==> src/rtl/rf_io_port_if.sv <==
// Bus bundle for rf_io_port: the core-side register file I/O signals
// and the off-core transmit/receive valid/ready handshakes.
interface rf_io_port_if #(
    parameter int WIDTH = 4
);
    logic [WIDTH-1:0] RF0DATA;
    logic             RF0WR;
    logic [WIDTH-1:0] RF1DATA;
    logic             RF1RD;
    logic             RF1VLD;
    logic [WIDTH-1:0] OUT_DATA;
    logic             OUT_VALID;
    logic             OUT_READY;
    logic [WIDTH-1:0] IN_DATA;
    logic             IN_VALID;
    logic             IN_READY;
    logic             FULL;
    logic             OVF;

    // Environment side: drives the core strobes and the off-core handshakes.
    modport master (
        output RF0DATA, RF0WR, RF1RD, OUT_READY, IN_DATA, IN_VALID,
        input  RF1DATA, RF1VLD, OUT_DATA, OUT_VALID, IN_READY, FULL, OVF
    );

    // Bridge side.
    modport slave (
        input  RF0DATA, RF0WR, RF1RD, OUT_READY, IN_DATA, IN_VALID,
        output RF1DATA, RF1VLD, OUT_DATA, OUT_VALID, IN_READY, FULL, OVF
    );
endinterface

==> src/rtl/rf_io_port.sv <==
// rf_io_port: bridge between the core's memory-mapped I/O registers and
// off-core handshakes. RF0 writes are queued in a small transmit FIFO and
// drained over OUT_*; nibbles arriving on IN_* are held for the core as RF1.
module rf_io_port #(
    parameter int WIDTH = 4,
    parameter int DEPTH = 4
) (
    input logic           CLK,
    input logic           RST,
    rf_io_port_if.slave   bus
);
    localparam int             AW       = $clog2(DEPTH);
    localparam logic [AW-1:0]  PTR_ONE  = AW'(1);
    localparam logic [AW:0]    CNT_ONE  = (AW+1)'(1);
    localparam logic [AW:0]    CNT_ZERO = (AW+1)'(0);
    localparam logic [AW:0]    CNT_FULL = (AW+1)'(DEPTH);

    typedef enum logic {
        ST_EMPTY = 1'b0,
        ST_HELD  = 1'b1
    } rx_state_t;

    logic [WIDTH-1:0] r_mem [DEPTH];
    logic [AW-1:0]    r_wr_ptr;
    logic [AW-1:0]    r_rd_ptr;
    logic [AW:0]      r_count;
    logic             r_ovf;
    logic [WIDTH-1:0] r_rf1_data;
    rx_state_t        r_state;
    rx_state_t        w_state_next;

    logic w_out_valid;
    logic w_full;
    logic w_pop;
    logic w_push;
    logic w_drop;
    logic w_capture;

    // Flags come only from the registered count, so OUT_READY and RF0WR
    // never reach OUT_VALID/FULL combinationally.
    assign w_out_valid = (r_count != CNT_ZERO);
    assign w_full      = (r_count == CNT_FULL);

    // A full FIFO still accepts a push when the head leaves in the same cycle.
    assign w_pop  = w_out_valid && bus.OUT_READY && !RST;
    assign w_push = bus.RF0WR && (!w_full || w_pop) && !RST;
    assign w_drop = bus.RF0WR && w_full && !w_pop && !RST;

    // Storage array; contents after reset are irrelevant because count gates reads.
    always_ff @(posedge CLK) begin
        if (w_push) begin
            r_mem[r_wr_ptr] <= bus.RF0DATA;
        end
    end

    // Write/read pointers wrap naturally at DEPTH (power of two).
    always_ff @(posedge CLK) begin
        if (RST) begin
            r_wr_ptr <= {AW{1'b0}};
            r_rd_ptr <= {AW{1'b0}};
        end else begin
            if (w_push) begin
                r_wr_ptr <= r_wr_ptr + PTR_ONE;
            end
            if (w_pop) begin
                r_rd_ptr <= r_rd_ptr + PTR_ONE;
            end
        end
    end

    // Occupancy: simultaneous push and pop leaves the count unchanged.
    always_ff @(posedge CLK) begin
        if (RST) begin
            r_count <= CNT_ZERO;
        end else begin
            case ({w_push, w_pop})
                2'b10:   r_count <= r_count + CNT_ONE;
                2'b01:   r_count <= r_count - CNT_ONE;
                default: r_count <= r_count;
            endcase
        end
    end

    // Sticky overflow flag, cleared only by reset.
    always_ff @(posedge CLK) begin
        if (RST) begin
            r_ovf <= 1'b0;
        end else if (w_drop) begin
            r_ovf <= 1'b1;
        end
    end

    // Receive holder state register.
    always_ff @(posedge CLK) begin
        if (RST) begin
            r_state <= ST_EMPTY;
        end else begin
            r_state <= w_state_next;
        end
    end

    // Receive holder next state; a consume cycle never also captures.
    always_comb begin
        w_state_next = r_state;
        w_capture    = 1'b0;
        case (r_state)
            ST_EMPTY: begin
                if (bus.IN_VALID) begin
                    w_state_next = ST_HELD;
                    w_capture    = 1'b1;
                end else begin
                    w_state_next = ST_EMPTY;
                end
            end
            ST_HELD: begin
                if (bus.RF1RD) begin
                    w_state_next = ST_EMPTY;
                end else begin
                    w_state_next = ST_HELD;
                end
            end
            default: begin
                w_state_next = ST_EMPTY;
            end
        endcase
    end

    // Held nibble; keeps its value after consumption until the next capture.
    always_ff @(posedge CLK) begin
        if (RST) begin
            r_rf1_data <= {WIDTH{1'b0}};
        end else if (w_capture) begin
            r_rf1_data <= bus.IN_DATA;
        end
    end

    assign bus.OUT_DATA  = r_mem[r_rd_ptr];
    assign bus.OUT_VALID = w_out_valid;
    assign bus.FULL      = w_full;
    assign bus.OVF       = r_ovf;
    assign bus.RF1DATA   = r_rf1_data;
    assign bus.RF1VLD    = (r_state == ST_HELD);
    assign bus.IN_READY  = (r_state == ST_EMPTY) && !RST;
endmodule

==> src/flat_wrapper.sv <==
// flat-port wrapper written by rule: the top's interface ports become plain ports
module rf_io_port_flat 
#(
    parameter int WIDTH = 4,
    parameter int DEPTH = 4
)
  (CLK, RST, bus_RF0DATA, bus_RF0WR, bus_RF1RD, bus_OUT_READY, bus_IN_DATA, bus_IN_VALID, bus_RF1DATA, bus_RF1VLD, bus_OUT_DATA, bus_OUT_VALID, bus_IN_READY, bus_FULL, bus_OVF);
  rf_io_port_if #(.WIDTH(WIDTH)) bus_i ();
  input logic CLK;
  input logic RST;
  input wire logic [$bits(bus_i.RF0DATA)-1:0] bus_RF0DATA;
  input wire logic [$bits(bus_i.RF0WR)-1:0] bus_RF0WR;
  input wire logic [$bits(bus_i.RF1RD)-1:0] bus_RF1RD;
  input wire logic [$bits(bus_i.OUT_READY)-1:0] bus_OUT_READY;
  input wire logic [$bits(bus_i.IN_DATA)-1:0] bus_IN_DATA;
  input wire logic [$bits(bus_i.IN_VALID)-1:0] bus_IN_VALID;
  output wire logic [$bits(bus_i.RF1DATA)-1:0] bus_RF1DATA;
  output wire logic [$bits(bus_i.RF1VLD)-1:0] bus_RF1VLD;
  output wire logic [$bits(bus_i.OUT_DATA)-1:0] bus_OUT_DATA;
  output wire logic [$bits(bus_i.OUT_VALID)-1:0] bus_OUT_VALID;
  output wire logic [$bits(bus_i.IN_READY)-1:0] bus_IN_READY;
  output wire logic [$bits(bus_i.FULL)-1:0] bus_FULL;
  output wire logic [$bits(bus_i.OVF)-1:0] bus_OVF;
  assign bus_i.RF0DATA = bus_RF0DATA;
  assign bus_i.RF0WR = bus_RF0WR;
  assign bus_i.RF1RD = bus_RF1RD;
  assign bus_i.OUT_READY = bus_OUT_READY;
  assign bus_i.IN_DATA = bus_IN_DATA;
  assign bus_i.IN_VALID = bus_IN_VALID;
  assign bus_RF1DATA = bus_i.RF1DATA;
  assign bus_RF1VLD = bus_i.RF1VLD;
  assign bus_OUT_DATA = bus_i.OUT_DATA;
  assign bus_OUT_VALID = bus_i.OUT_VALID;
  assign bus_IN_READY = bus_i.IN_READY;
  assign bus_FULL = bus_i.FULL;
  assign bus_OVF = bus_i.OVF;
  rf_io_port #(.WIDTH(WIDTH), .DEPTH(DEPTH)) u_core (.CLK(CLK), .RST(RST), .bus(bus_i));
endmodule
==> config.mk <==
export PLATFORM = sky130hd
export DESIGN_NAME = rf_io_port_flat
export DESIGN_NICKNAME = d
export VERILOG_FILES = /design/src/rtl/rf_io_port_if.sv /design/src/rtl/rf_io_port.sv /design/src/flat_wrapper.sv
export SDC_FILE = /design/constraint.sdc
export NUM_CORES = 1
export LEC_CHECK = 0
export CAP_MARGIN = 20
export CORE_ASPECT_RATIO = 1.75
export CORE_MARGIN = 2
export CORE_UTILIZATION = 30
export CTS_CLUSTER_DIAMETER = 80
export CTS_CLUSTER_SIZE = 12
export DETAILED_ROUTE_END_ITERATION = 10
export PLACE_DENSITY = 0.49
export SYNTH_ARGS = -nofsm -noshare
export SYNTH_HDL_FRONTEND = slang
export SYNTH_SLANG_ARGS = --single-unit
==> constraint.sdc <==
create_clock -name CLK -period 3.1 [get_ports CLK]
set_clock_uncertainty 0.1 [all_clocks]
set_input_delay 0.62 -clock CLK [delete_from_list [all_inputs] [get_ports CLK]]
set_output_delay 0.62 -clock CLK [all_outputs]
set_load 0.02 [all_outputs]
==> flow_summary.toml <==
[yosys]
netlist_area_sq_um = 1290
synthDominantCellAreaShare_pct = 37.1
synth_seq_cells = 31
synth_nets = 114
synth_edf_count = 16
synthTopCellsByCount = "edfxtp_1, dfxtp_1, nor2_1"
synth_cells = 94
synth_top_area_cell = "edfxtp_1"
synth_warnings = 0
ys_async_sr_fraction_pct = 0
yosysUniqueCellTypes = 25
synth-main-ff-cell = "edfxtp_1"
post-synth-top-count-cell = "edfxtp_1"
synth_top_cells_by_area = "edfxtp_1, dfxtp_1, mux4_2"
ys_seq_area_share_pct = 60.3
avgSynthCellArea_sq_um = 13.8

[worst_setup_path]
crit_end = "bus_IN_READY"
r2r_slack_ns = 0.82
cp-startpoint = "RST"
r2r_start = "u_core.r_count[0]"
crit_arrival_ns = 2.00
worstReg2RegEnd = "u_core.r_count[2]"
max_stage_delay_ns = 0.61
critPathKind = "in -> out"
worst_r2r_path_depth = 9
crit_required_ns = 2.38
slowest_stage = "clkdlybuf4s50_1"
crit_fanout = 8
end_kind = "primary output"
path_cells = "clkdlybuf4s50_1 -> nor2_1 -> clkdlybuf4s50_1"
startpoint_type = "input port"
cp_common_cell = "clkdlybuf4s50_1"

[power_and_ir_drop]
p_clk_share_pct = 37.4
ir_worst_vdd_uv = 323
switching_share_pct = 23.5
seqPwrFrac_pct = 47.2
p_sw_uw = 238
power.density_nw_per_um2 = 587
power_frac_comb_pct = 15.4
p_total_uw = 1010
intPower_uw = 776
leakage_uw = 0.000632

[finish]
area_delta_synth_final_pct = 33.3
drive_gt1_share_pct = 16.5
final_cells = 176
final_util_pct = 41.6
layout.nets = 146
multi_input_area_sq_um = 475
antenna_cells = 0
fill_cells = 381
register_area_sq_um = 781
stdcell_area_sq_um = 1730

[sta]
clock.fmax_mhz = 367
rsz0062_at_grt = "false"
finalMaxSlewViolations = 0
worst_pin_slew_ns = 0.532
maxSlewHeadroom_pct = 64.5
finalCriticalPeriod_ns = 2.72
fin_setup_tns_ns = 0
setup_viol = 0
hold_violations = 0
timing.final.crit_share_pct = 87.9

[placed_design]
dp_hpwl_mm = 1.70
dp_cells = 168
gp_congestion = 0.685
dpl-instance-area_sq_um = 1620
numPortBuffers = 26

[worst_hold_path]
hold_class = "reg -> reg"

[routing]
drtIter0Drc = 9
drc = 0
routed_wirelength_mm = 2.18
vias = 786
antenna_left = 0
wl_per_cell_um = 12.4
drtPass1Iterations = 3
via_per_inst = 4.47

[floorplanning]
io_pins = 27
rows = 31
core_area_sq_um = 4150
die_w_um = 53.7
initial_utilization_pct = 31.2
dieArea_sq_um = 4880
dieHeight_um = 90.9

[clock_tree]
clockBufferDepth = 2
htree_num_levels = 2
worstSkewPairLatency_ns = 0.28
clk_pin_slew_worst_paths_ns = 0.07
post_cts_buffers = 0
cts_tree = "done"
cts.repair.resized = 0
cts_root_buf = "clkbuf_8"
ctsHoldBuffers = 0
cts_made_buffers = 5
clock_sinks = 31

[job]
drv_cap = 0

[grt]
grt_first_pass_wirelength_mm = 3.67
grt_max_degree = 11
grt_pass1_vias = 846
grt_usage_pct = 10.6
antenna_found_initial = 0
overflow = 0

[run_status]
status = "completed"
==> final cells by class <==
class | instances | area share, %
sequential | 31 | 45.2
multi-input combinational | 53 | 27.5
clock buffer | 5 | 3.99
inverter | 7 | 1.52
timing repair buffer | 28 | 15.9
tap | 49 | 3.55
clock inverter | 3 | 2.25
==> worst min path at each step <==
stage | start | to | slack [ns] | cells past startpoint
final | u_core.bus.OVF | u_core.bus.OVF | 0.39 | 2
after global routing | u_core.bus.OVF | u_core.bus.OVF | 0.42 | 2
after CTS | u_core.bus.OVF | u_core.bus.OVF | 0.39 | 2
after detailed placement | u_core.bus.OVF | u_core.bus.OVF | 0.37 | 2
after global placement | u_core.bus.OVF | u_core.bus.OVF | 0.37 | 2
after floorplan | u_core.r_wr_ptr[0] | u_core.r_wr_ptr[0] | 0.38 | 1
==> critical path: cells and delay by family <==
family	cells	cell delay (ns)
buffers and inverters	2	1.21
AND/OR/NAND/NOR	1	0.17
==> sequential cells by signal, summed over array words and instances, names as in the netlist, named ones only <==
name and cells:
u_core.r_mem 16, u_core.bus.RF1DATA 4, u_core.r_count 3, u_core.r_rd_ptr 2
u_core.r_wr_ptr 2, u_core.bus.OVF 1, u_core.bus.RF1VLD 1
==> layout by cell type, fill, tap and decap left out <==
master,instances
a21oi_1,4
and2_2,4
and3_1,1
buf_4,2
bufinv_16,1
clkbuf_8,5
clkdlybuf4s50_1,26
clkinv_1,1
clkinv_2,1
dfxtp_1,15
edfxtp_1,16
fa_1,1
ha_1,5
inv_1,7
mux2_4,1
mux2i_1,5
mux4_2,4
nand2b_1,1
nor2_1,15
nor2b_1,1
nor3b_4,1
nor4b_4,1
o21ai_0,1
o311ai_0,1
o31ai_1,1
or3_1,1
or3_2,1
xor2_1,4
==> power by group through the flow <==
stage          logic, uW  registers (uW)  clock network [uW]
2_1_floorplan       88.4             488                   0
3_3_place_gp         154             487                   0
3_5_place_dp         157             489                   0
4_1_cts              158             480                 393
5_1_grt              170             482                 409
6_report             156             479                 380
==> per-layer routing <==
layer / up-vias / global-route usage (%) / share of wire, %
li1: 390 / - / -
met1: 366 / 9.79 / 37
met2: 24 / 18.5 / 55
met3: 6 / 4.30 / 5.0
met4: 0 / 5.77 / 2.8
met5: - / 0 / 0
==> logic make-up (layout without fill, tap and decap cells) <==
logic type | Yosys count | in the layout | share of synthesized area [%]
flops | 31 | 31 | 60.3
simple gates | 26 | 26 | 12.5
mux | 10 | 10 | 12.0
buf+inv | 10 | 43 | 2.99
compound gates | 7 | 7 | 3.19
fa+ha+maj | 6 | 6 | 6.38
xor+xnor | 4 | 4 | 2.71
==> stage by stage <==
| step | worst slack (ns) | hold WS, ns |
|---|---|---|
| 2_1_floorplan | 0.699 | 0.375 |
| 3_3_place_gp | 0.225 | 0.370 |
| 3_5_place_dp | 0.167 | 0.369 |
| 4_1_cts | 0.359 | 0.391 |
| 5_1_grt | 0.308 | 0.425 |
| 6_report | 0.376 | 0.389 |
Power figures use the tool's default switching activity.
